[src/rtl/gnw_audio_shaper.sv]
// 1-bit speaker drive to 14-bit PCM: windowed density, optional one-pole low-pass, volume shift.
// Define GNW_AUDIO_IIR_EN to include the low-pass filter; otherwise each window's density is output directly.
module gnw_audio_shaper #(
  parameter int WINDOW_LOG2 = 11,
  parameter int IIR_SHIFT   = 2
) (
  input  logic        clk_sys_99_287,
  input  logic        RESET,
  input  logic        sound,
  input  logic [1:0]  volume,
  output logic [15:0] audio_out,
  output logic        sample_strobe
);

  localparam int W = WINDOW_LOG2;

  if (WINDOW_LOG2 < 8 || WINDOW_LOG2 > 14) begin : g_bad_window
    $error("gnw_audio_shaper: WINDOW_LOG2 must be 8..14");
  end
  if (IIR_SHIFT < 1 || IIR_SHIFT > 4) begin : g_bad_shift
    $error("gnw_audio_shaper: IIR_SHIFT must be 1..4");
  end

  logic [W-1:0]   win_cnt;
  logic [W:0]     ones;
  logic [W:0]     ones_next;
  logic [W-1:0]   clamped;
  logic [2*W-1:0] dup;
  logic [13:0]    raw;
  logic [13:0]    raw_next;
  logic           raw_valid;
  logic [13:0]    y_new;
  logic [13:0]    scaled;

  // The closing slot's own sound bit is folded in before clamping, so every slot counts.
  // Replicating the MSBs into the low bits maps full scale to exactly 16383.
  always_comb begin
    ones_next = ones + {{W{1'b0}}, sound};
    clamped   = ones_next[W] ? {W{1'b1}} : ones_next[W-1:0];
    dup       = {clamped, clamped};
    raw_next  = dup[2*W-1 -: 14];
  end

`ifdef GNW_AUDIO_IIR_EN
  logic [13:0]        y;
  logic signed [14:0] diff;
  logic signed [14:0] step;
  logic signed [14:0] sum;

  // Arithmetic shift floors toward -inf, so y never overshoots raw and cannot wrap.
  always_comb begin
    diff  = $signed({1'b0, raw}) - $signed({1'b0, y});
    step  = diff >>> IIR_SHIFT;
    sum   = $signed({1'b0, y}) + step;
    y_new = sum[13:0];
  end

  always_ff @(posedge clk_sys_99_287) begin
    if (RESET) begin
      y <= '0;
    end else if (raw_valid) begin
      y <= y_new;
    end
  end
`else
  always_comb begin
    y_new = raw;
  end
`endif

  always_comb begin
    case (volume)
      2'd0:    scaled = '0;
      2'd1:    scaled = y_new >> 2;
      2'd2:    scaled = y_new >> 1;
      default: scaled = y_new;
    endcase
  end

  // Window close loads raw and restarts the ones count in the same edge.
  always_ff @(posedge clk_sys_99_287) begin
    if (RESET) begin
      win_cnt       <= '0;
      ones          <= '0;
      raw           <= '0;
      raw_valid     <= 1'b0;
      audio_out     <= '0;
      sample_strobe <= 1'b0;
    end else begin
      win_cnt       <= win_cnt + 1'b1;
      sample_strobe <= raw_valid;
      if (win_cnt == {W{1'b1}}) begin
        raw       <= raw_next;
        ones      <= '0;
        raw_valid <= 1'b1;
      end else begin
        ones      <= ones_next;
        raw_valid <= 1'b0;
      end
      if (raw_valid) begin
        audio_out <= {2'b00, scaled};
      end
    end
  end

endmodule
[config.mk]
export PLATFORM = sky130hd
export DESIGN_NAME = gnw_audio_shaper
export DESIGN_NICKNAME = d
export VERILOG_FILES = /design/src/rtl/gnw_audio_shaper.sv
export SDC_FILE = /design/constraint.sdc
export NUM_CORES = 1
export LEC_CHECK = 0
export CAP_MARGIN = 20
export CORE_MARGIN = 2
export CORE_UTILIZATION = 56
export DETAILED_ROUTE_END_ITERATION = 10
export GPL_TIMING_DRIVEN = 0
export HOLD_SLACK_MARGIN = 0.12
export PLACE_DENSITY = 0.85
export SKIP_CTS_REPAIR_TIMING = 1
export SLEW_MARGIN = 20
export SYNTH_ARGS = -nofsm -noshare
export SYNTH_HDL_FRONTEND = slang
export SYNTH_SLANG_ARGS = --single-unit
[constraint.sdc]
create_clock -name clk_sys_99_287 -period 2.2 [get_ports clk_sys_99_287]
set_input_delay 0.44 -clock clk_sys_99_287 [delete_from_list [all_inputs] [get_ports clk_sys_99_287]]
set_output_delay 0.44 -clock clk_sys_99_287 [all_outputs]
set_load 0.01 [all_outputs]
# After elaboration in Yosys (flattened, before gate mapping)
# Cells that the tools add are included.
[totals] regBits=53 latch_bits=0 ram_bits=0 rom_bits=0 inputBits=5 out_inout_bits=17 word_cells=16 n_memories=0
[op_classes] add_sub_neg=2 n_mul=0 div_mod_pow=0 order_cmp=0 eq_ne=3 n_shift=0 mux=3 bitwise=0 reduce_logical=2
[op_table] op="one-hot mux 14 bit (3 select lines)" n=1
[op_table] op="adder 12 x 1 -> 12 bit" n=1
[op_table] op="adder 11 x 1 -> 11 bit, second input constant" n=1
[op_table] op="== test 11 bit, second input constant" n=1
[op_table] op="2-to-1 mux 11 bit" n=1
[op_table] op="== test 2 x 1 -> 1 bit, second input constant" n=1
[op_table] op="== test 2 bit, second input constant" n=1
[op_table] op="zero test 2 bit" n=1
[op_table] op="OR reduction 2 bit" n=1
[op_table] op="2-to-1 mux 1 bit" n=1

# Logic depth before layout (Yosys ltp)
# Gate-level depths: netlist of run 1.
[logic_depth] word_depth=2 mapped_depth=7 mapped_depth_nobuf=6

# Worst setup path after synthesis of run 1
# OpenSTA, ideal clock, no wires.
[synth_timing] kind="in2reg" from="in sound" to="reg raw[5]" setup_ns=0.126 arrival_time_ns=1.542 t_required_ns=2.074 slack_ns=0.532 stages=5 n_path_buf=0 path_cell_list="ha_1 nand2_1 o41a_4 nor3b_1 o21ai_1"
[synth_between] elab_chain_cells=2
[synth_rtl] element="start: declaration" line="9" rtl="input logic sound,"
[synth_rtl] element="adder 12 x 1 -> 12 bit" line="38" rtl="ones_next = ones + {{W{1'b0}}, sound};"
[synth_rtl] element="2-to-1 mux 11 bit" line="39" rtl="clamped = ones_next[W] ? {W{1'b1}} : ones_next[W-1:0];"
[synth_rtl] element="end signal: assignment" line="93" rtl="raw <= raw_next;"
[synth_rtl] element="end: declaration" line="29" rtl="logic [13:0] raw;"
# No other way between the ends.
# A chain may end at the register's enable or synchronous reset.

# Final worst setup path of run 1
[layout_timing] from="in sound" to="reg raw[6]"
# The elaborated chain is that of the path after synthesis.

==> metrics.txt, run 1 <==
CTS tree=built; I/O pin cnt=22; Core Rows=22; Worst Max-Slew Pin Slew=0.5136 ns; Post-DRT Antenna Nets=0; Initial Util=59.66%; max capacitance violation total=0; Mapped Avg Cell Area=9.191 um2; Setup Viol. Count Final=0; top_reg_cell synth=dfxtp_1; sequential fraction of the synthesis area=43.92%; CP Launch Point=sound; dpl cells=309; worst-path fanout max=7; asr flop ratio synth=0%; Worst EP arrival=2.24 ns; Slew headroom=65.51%; PwrDens=631.4 mW/mm2; total power=1.634 mW; maximum root-to-sink buffer count=2; Final #Nets=277; status=complete, no violations; RSZ-0062 raised after global routing=no; worst reg2reg path depth=7; Period minus WS final=2.063 ns; top cells by area, synth=dfxtp_1 44%, mux2_2 5.5%, nor2_1 5.0%, xnor2_1 4.3%, a211oi_1 3.4%; CP max stage cell=o41a_4; Max Freq=484.8 MHz; antenna diode instance count=0; clock root buffer=clkbuf_8; PortBufs=17; Min-Delay Path Class=reg2reg; number of vias per cell=5.511; largest net degree at the start of global routing=16; DR vias=1747; Mapped Cells=243; DRC violations left=0; # H-tree levels=2; crit-path leading delay family=compound AO/OA/AOI/OAI gates; initial antenna violation count=0; final hold viol count=0; Slowest Stage Delay on Critical Path=0.58 ns; Core Area=0.003744 mm2; Yosys reg bits=49; synthesized cell area=0.002233 mm2; area grow syn2layout=15.85%; Worst-path clk slew=0.09 ns; part of the cycle the worst path needs=93.77%; Worst setup EP type=flip-flop; Buf/Inv on CP=1; clk sinks=49; total gr overflow=0; synth unique cells=38; TritonRoute pass-1 iters=4; Detailed Route WL=4153 um; worst-skew pair later-pin latency=0.30 ns; Die Area=0.004509 mm2; cell count of the worst hold path=1; Iter 0 DRT Violations=103; Ys Warns=0; Yosys top cell by area=dfxtp_1; RR Startpoint=win_cnt[0]; share of the synthesized area in the top cell type=43.92%; gp weighted congestion=0.8453; leakage power=0.8887 nW; share of cells above drive strength 1=11.90%; hold wc startpoint=win_cnt[0]; WL/cell=13.10 um; CP Data Required Time=2.38 ns; Final HPWL DP=2999 um; worst-path cell chain=clkdlybuf4s50_1 > ha_1 > nand2_1 > o41a_4 > nor3_1 > o21ai_0; number of enable flip-flop cells after synthesis=0; Max VDD drop=395.9 uV; Stages on worst setup path=6; CP Launch Type=input pin; Die Wd=67.15 um; vias in the first global route=1668; first-pass GRT wire length=7293 um; Overall Global Routing Usage=21.18%; die height=67.15 um; Num CTS Buffers=5; Slew Limit Fails=0; clock skew=0.008490 ns; Setup CP Type=in2reg; Post-Layout Cell Count=317
-- routing by layer --
layer	track usage (%)	vias up	part of all wire, %
met3	5.667	5	3.7
li1	-	898	-
met5	0	-	0
met1	25.50	815	48
met2	37.00	29	47
met4	6.122	0	1.1
-- cells in the mapped netlist, drive strengths merged (2+ instances only) --
cell type and n:
nand2 19, xor2 6, nor2 30, xnor2 11, nand2b 4, and2 5
nand4 6, o211ai 4, nor3 11, o21ai 9, nand3 11, dfxtp 49
a211oi 10, inv 3, a21oi 4, a22oi 10, ha 4, nor2b 4
nor4 2, buf 6, and4 3, mux2 11, clkbuf 10
-- where the power goes --
part,internal [mW],leakage [nW],switching [mW],total [mW]
registers,0.895,0.396,0.00720,0.902
clock network,0.370,0.0574,0.294,0.664
logic,0.0270,0.436,0.0410,0.0680
total,1.29,0.889,0.342,1.63
-- final timing paths --
kind | to | slack [ns]
min | win_cnt[0] | 0.46
max | raw[6] | 0.14
min reg2reg | win_cnt[0] | 0.46
max reg2reg | raw[4] | 0.38
-- sequential cells by signal, indices dropped and copies added, names as in the netlist --
signal / flops
audio_out: 13
raw_valid: 1
win_cnt: 11
ones: 12
raw: 11
sample_strobe: 1
-- worst register-to-register path, delay by kind of cell, from the launching register on --
family / cells / cell delay, ns
DFF: 1 / 0.38
buffers and inverters: 2 / 0.50
AOI/OAI and AO/OA: 2 / 0.34
adders and majority gates: 1 / 0.22
and+or+nand+nor: 2 / 0.27
-- cells in the final DEF, fill, tap and decap left out, types with 2 or more instances in the layout --
cell type / count
dfxtp_1: 49
buf_4: 3
clkdlybuf4s50_1: 17
and4_1: 3
ha_1: 4
clkbuf_8: 6
nand2_1: 19
nor3_1: 11
inv_1: 3
o211ai_1: 4
nand2b_1: 4
o21ai_0: 8
nand4_1: 5
nand3_1: 11
a211oi_1: 10
nor2b_1: 4
a22oi_1: 10
conb_1: 2
and2_1: 5
clkbuf_1: 10
a21oi_1: 4
xnor2_1: 11
mux2_2: 11
nor2_1: 30
xor2_1: 6
buf_2: 3
-- through the flow --
stage               TNS [ns]  instance area, um2  util, %  setup WS, ns  hold slack [ns]
floorplan                  0                2237        -        0.5323           0.4302
global placement     -0.7902                2467    65.91      -0.09808           0.4422
detailed placement    -1.194                2467    65.91       -0.1830           0.4510
CTS                        0                2587    69.12        0.1401           0.4710
global route               0                2587    69.12      0.009910           0.5012
finish                     0                2587    69.12        0.1371           0.4623
-- final cells by class --
type                            instances  area, um2
Fill cell                             295       1156
Buffer                                 16      75.07
Clock buffer                            6      82.58
Clock inverter                          2      37.54
Multi-Input combinational cell        176       1170
Timing Repair Buffer                   17      170.2
Sequential cell                        49      980.9
Inverter                                3      11.26
Tap cell                               48      60.06
-- kinds of logic (layout without fill, tap and decap cells) --
| family | after synthesis | after routing | share of synthesized area [%] |
|---|---|---|---|
| muxes | 12 | 12 | 5.994 |
| buffers and inverters | 19 | 44 | 3.865 |
| adders and majority gates | 4 | 4 | 2.241 |
| DFF | 49 | 49 | 43.92 |
| and+or+nand+nor | 99 | 99 | 22.91 |
| xor gates and xnor gates | 17 | 17 | 6.667 |
| other | 1 | 2 | 0.1679 |
| AOI/OAI and AO/OA | 42 | 42 | 14.23 |
No activity file was read; power rests on OpenSTA's default activity.
==> inputs of run 2 (changes only) <==
- CORE_UTILIZATION: 56 -> 60
- PLACE_DENSITY: 0.85 -> 0.89
- clock period: 2.2 -> 2.6 ns (I/O delays scaled with it)
==> metrics.txt, run 2 (synthesis results as in run 1) <==
most frequent cells in the layout=49 x dfxtp_1, 30 x nor2_1, 19 x nand2_1, 17 x clkdlybuf4s50_1; share of cells above drive strength 1=11.90% (unchanged); status=complete, no violations; Min-Delay Path Class=reg2reg; Overall Global Routing Usage=24.81% (+3.6 points); Worst EP arrival=2.31 ns (+0.07 ns); number of vias per cell=5.776 (+4.8%); Slew Limit Fails=0 (unchanged); antenna diode instance count=0 (unchanged); total gr overflow=0 (unchanged); Slew headroom=65.66% (+0.15 points); Final HPWL DP=3362 um (+12%); pre-CTS WS=0.1787 ns (+0.3617 ns); clock root buffer=clkbuf_8; clock share of power=40.2% (-0.4 points); Design Area, Final=0.002582 mm2 (-0.19%); Int Pwr=1.068 mW (-17%); TritonRoute pass-1 iters=5 (+1); met2 usage=41.75% (+4.7 points); Placed Area=0.002467 mm2 (unchanged); maximum root-to-sink buffer count=2 (unchanged); largest net degree at the start of global routing=17 (+1); dpl cells=309 (unchanged); worst-path cell chain=clkdlybuf4s50_1 > ha_1 > nand2_1 > o41a_4 > nor3_1 > o21ai_0; most common cell after layout, fill and taps aside=dfxtp_1; clock skew=0.009467 ns (+0.0009775 ns); PortBufs=17 (unchanged); Detailed Route WL=4659 um (+12%); Period minus WS final=2.113 ns; crit-path leading delay family=compound AO/OA/AOI/OAI gates; worst-path fanout max=7 (unchanged); number of flip-flops in the largest register=13 (unchanged); Slowest Stage Delay on Critical Path=0.57 ns (about the same); final hold viol count=0 (unchanged); Num CTS Buffers=5 (unchanged); Reg with most FFs=audio_out; gp weighted congestion=0.8554 (+1.2%); Worst Hold Slack=0.4682 ns (+0.005857 ns); die height=65.01 um (-3.2%); worst-skew pair later-pin latency=0.31 ns (about the same); Worst setup EP type=flip-flop; Post-DRT Antenna Nets=0 (unchanged); vias in the first global route=1833 (+9.9%); GR Util met3=7.639% (+2.0 points); final worst slack=0.4873 ns (+0.3502 ns); max capacitance violation total=0 (unchanged); I/O pin cnt=22 (unchanged); Worst-path clk slew=0.09 ns (about the same); Iter 0 DRT Violations=204 (+98%); clk sinks=49 (unchanged); part of the cycle the worst path needs=81.26%; Core Rows=22 (unchanged); Post-Layout Cell Count=317 (unchanged); Net Sw Power=0.3076 mW (-10%); Core Area=0.003606 mm2 (-3.7%); PwrDens=532.5 mW/mm2 (-16%); Initial Util=61.94% (+2.3 points); met1 Track Usage GR=27.93% (+2.4 points); Setup Viol. Count Final=0 (unchanged); CP Launch Type=input pin; Switching Share=22.37% (+1.4 points); CP max stage cell=o41a_4; Worst Max-Slew Pin Slew=0.5152 ns (+0.001613 ns); Die Wd=65.01 um (-3.2%); # H-tree levels=2 (unchanged); Sequential Power Share=55.5% (+0.3 points); DR vias=1831 (+4.8%); area grow syn2layout=15.63%; CTS tree=built; Die Area=0.004226 mm2 (-6.3%); leakage power=0.8857 nW (-0.35%); initial antenna violation count=0 (unchanged); Setup TNS Final=0 ns (unchanged); WL/cell=14.70 um (+12%); Logic pwr share=4.2% (about the same); Max Freq=473.3 MHz; first-pass GRT wire length=8024 um (+10%); Max VDD drop=306.1 uV (-23%); Buf/Inv on CP=1 (unchanged); Final #Nets=277 (unchanged); RSZ-0062 raised after global routing=no; Setup CP Type=in2reg; Largest regs=audio_out (13), ones (12); DRC violations left=0 (unchanged); layer with the highest usage=met2; CP Data Required Time=2.80 ns (+0.42 ns)
-- run 2: changes by cell type in the layout (fill, tap and decap cells not counted) --
cell,change
clkinv_4,+1
clkbuf_8,-1
-- run 2: power groups by stage --
stage	combinational (mW)	sequential (mW)	clock (mW)
final	0.0582	0.764	0.553
after detailed placement	0.0575	0.781	0
after global routing	0.0638	0.765	0.599
after floorplan	0.0415	0.780	0
after CTS	0.0576	0.764	0.555
after global placement	0.0552	0.781	0
-- run 2: worst paths after layout --
check | startpoint | endpoint | slack (ns) | depth (start not counted)
setup / recovery | sound | raw[7] | 0.49 | 6
hold / removal | win_cnt[0] | win_cnt[0] | 0.47 | 1
setup reg to reg | win_cnt[0] | raw[3] | 0.77 | 7
hold reg to reg | win_cnt[0] | win_cnt[0] | 0.47 | 1
-- run 2: area by class of cell --
class / instances / area [um2]
multi-input combinational: 176 / 1170
fill: 266 / 1023
sequential: 49 / 980.9
timing repair buffer: 17 / 170.2
buffer: 16 / 75.07
clock buffer: 5 / 68.82
tap: 48 / 60.06
clock inverter: 3 / 46.29
inverter: 3 / 11.26
-- run 2: metrics by stage --
stage,power [mW],utilization [%]
final,1.375,71.62
after global routing,1.428,71.62
after CTS,1.377,71.62
after detailed placement,0.8387,68.42
after global placement,0.8360,68.42
after floorplan,0.8212,-
-- run 2: per-layer routing --
| layer | wire [um] | vias up |
|---|---|---|
| li1 | - | 900 |
| met1 | 2052 | 845 |
| met2 | 2206 | 72 |
| met3 | 259 | 14 |
| met4 | 142 | 0 |
| met5 | 0 | - |
-- run 2: worst register-to-register path: stages, from the launching register on --
cell	delay, ns
dfxtp_1	0.38
ha_1	0.24
and4_1	0.21
clkbuf_1	0.24
a41oi_2	0.24
buf_2	0.24
nand2_1	0.09
o21ai_0	0.07
==> inputs of run 3 (changes only) <==
- CORE_UTILIZATION: 60 -> 50
- PLACE_DENSITY: 0.89 -> 0.8
- clock period: 2.6 -> 1.71 ns (I/O delays scaled with it)
==> metrics.txt, run 3 (synthesis results as in run 1) <==
maximum root-to-sink buffer count=2 (unchanged); crit-path leading delay family=buffers and inverters; worst-path cell chain=buf_4 > clkdlybuf4s50_1; Num CTS Buffers=5 (unchanged); Worst Max-Slew Pin Slew=0.5273 ns (+0.01217 ns); final worst slack=0.07508 ns (-0.4122 ns); gp weighted congestion=0.8305 (-2.9%); Worst EP arrival=1.29 ns (-1.02 ns); share of cells above drive strength 1=15.19% (+3.3 points); Buf/Inv on CP=2 (+1); total power=2.110 mW (+53%); vias in the first global route=1624 (-11%); number of vias per cell=5.519 (-4.5%); Post-Layout Cell Count=322 (+1.6%); Slew headroom=64.84% (-0.81 points); Period minus WS final=1.635 ns; Iter 0 DRT Violations=100 (-51%); pre-CTS WS=-0.5295 ns (-0.7082 ns); CP Launch Type=flip-flop; r2r setup slk=0.08 ns (-0.69 ns); Max Freq=611.6 MHz; most common cell after layout, fill and taps aside=dfxtp_1; Reg with most FFs=audio_out; Worst setup EP type=primary output; Final #Nets=278 (+0.36%); dpl cells=313 (+1.3%); PortBufs=17 (unchanged); DRC violations left=0 (unchanged); most frequent cells in the layout=49 x dfxtp_1, 30 x nor2_1, 18 x nand2_1, 16 x clkdlybuf4s50_1; WL/cell=13.36 um (-9.1%); worst reg2reg path depth=5 (-2); clk sinks=49 (unchanged); first-pass GRT wire length=7293 um (-9.1%); DR vias=1777 (-2.9%); antenna diode instance count=0 (unchanged); Setup TNS Final=0 ns (unchanged); Largest regs=audio_out (13), ones (12); number of flip-flops in the largest register=13 (unchanged); Worst Hold Slack=0.4702 ns (+0.002015 ns); clock skew=0.003601 ns (-0.005866 ns); die height=70.84 um (+9.0%); Worst-path clk slew=0.09 ns (about the same); worst-path fanout max=3 (-4); Post-DRT Antenna Nets=0 (unchanged); Setup Viol. Count Final=0 (unchanged); CP Data Required Time=1.37 ns (-1.43 ns); TritonRoute pass-1 iters=4 (-1); # H-tree levels=2 (unchanged); max capacitance violation total=0 (unchanged); Overall Global Routing Usage=17.91% (-6.9 points); part of the cycle the worst path needs=95.61%; I/O pin cnt=22 (unchanged); Slowest Stage Delay on Critical Path=0.52 ns (-0.05 ns); largest net degree at the start of global routing=15 (-2); area grow syn2layout=18.82%; Design Area, Final=0.002654 mm2 (+2.8%); initial antenna violation count=0 (unchanged); status=complete, no violations; RR Startpoint=ones[0]; Detailed Route WL=4302 um (-7.7%); Max VDD drop=379.0 uV (+24%); Initial Util=51.65% (-10 points); RSZ-0062 raised after global routing=no; Die Wd=70.84 um (+9.0%); Placed Area=0.002472 mm2 (+0.20%); cell count of the worst hold path=2 (+1); Setup CP Type=reg2out; leakage power=0.9278 nW (+4.8%); Min-Delay Path Class=reg2reg; r2r endpoint=raw[5]; Core Rows=24 (+9.1%); PwrDens=795.0 mW/mm2 (+49%); hold wc startpoint=audio_out[13]; total gr overflow=0 (unchanged); CTS tree=built; Die Area=0.005018 mm2 (+19%); Hold Path Sink=audio_out[13]; worst-skew pair later-pin latency=0.30 ns (about the same); CP max stage cell=clkdlybuf4s50_1; final hold viol count=0 (unchanged); post-layout util=61.37% (-10 points); Slew Limit Fails=0 (unchanged); Core Area=0.004324 mm2 (+20%); Final HPWL DP=3075 um (-8.5%); clock root buffer=clkbuf_8
## run 3: cell count changes in the layout (fill, tap and decap cells not counted), sizes merged
cell and change:
buf +1, clkdlybuf4s50 -1, clkinv -1, clkinvlp -1, dlymetal6s2s +1, clkbuf +2
## run 3: worst max-delay path by stage
stage | slack (ns) | startpoint | endpoint | depth (start not counted)
2_1_floorplan | 0.14 | sound | raw[5] | 5
3_3_place_gp | -0.50 | sound | raw[5] | 6
3_5_place_dp | -0.53 | sound | raw[5] | 6
4_1_cts | -0.21 | sound | raw[5] | 6
5_1_grt | 0.006 | win_cnt[0] | raw[6] | 6
6_report | 0.08 | audio_out[11] | audio_out[11] | 2
## run 3: layer usage
metal | up-vias | wire length [um] | part of all wire [%] | GRT usage [%]
li1 | 904 | - | - | -
met1 | 838 | 2160 | 50 | 24.33
met2 | 31 | 1977 | 46 | 28.04
met3 | 4 | 128 | 3.0 | 4.701
met4 | 0 | 35 | 0.81 | 5.660
met5 | - | 0 | 0 | 0
## run 3: layout make-up
| class | count | area [um2] |
|---|---|---|
| flip-flops and latches | 49 | 980.9 |
| repair buffers | 19 | 187.7 |
| plain buffers | 15 | 73.82 |
| well taps | 52 | 65.06 |
| clock inverters | 1 | 30.03 |
| fillers | 381 | 1670 |
| multi-input cells | 176 | 1219 |
| clock buffers | 7 | 86.33 |
| inverters | 3 | 11.26 |
## run 3: power by group
| group | switching [mW] | leakage (nW) | internal [mW] |
|---|---|---|---|
| clock | 0.377 | 0.0585 | 0.477 |
| combinational | 0.0538 | 0.474 | 0.0404 |
| sequential | 0.0111 | 0.396 | 1.15 |
## run 3: worst min-delay path, delay by kind of cell, from the launching register on
family          cells  cell delay [ns]
flops               1             0.32
simple gates        1             0.06
compound gates      1             0.05
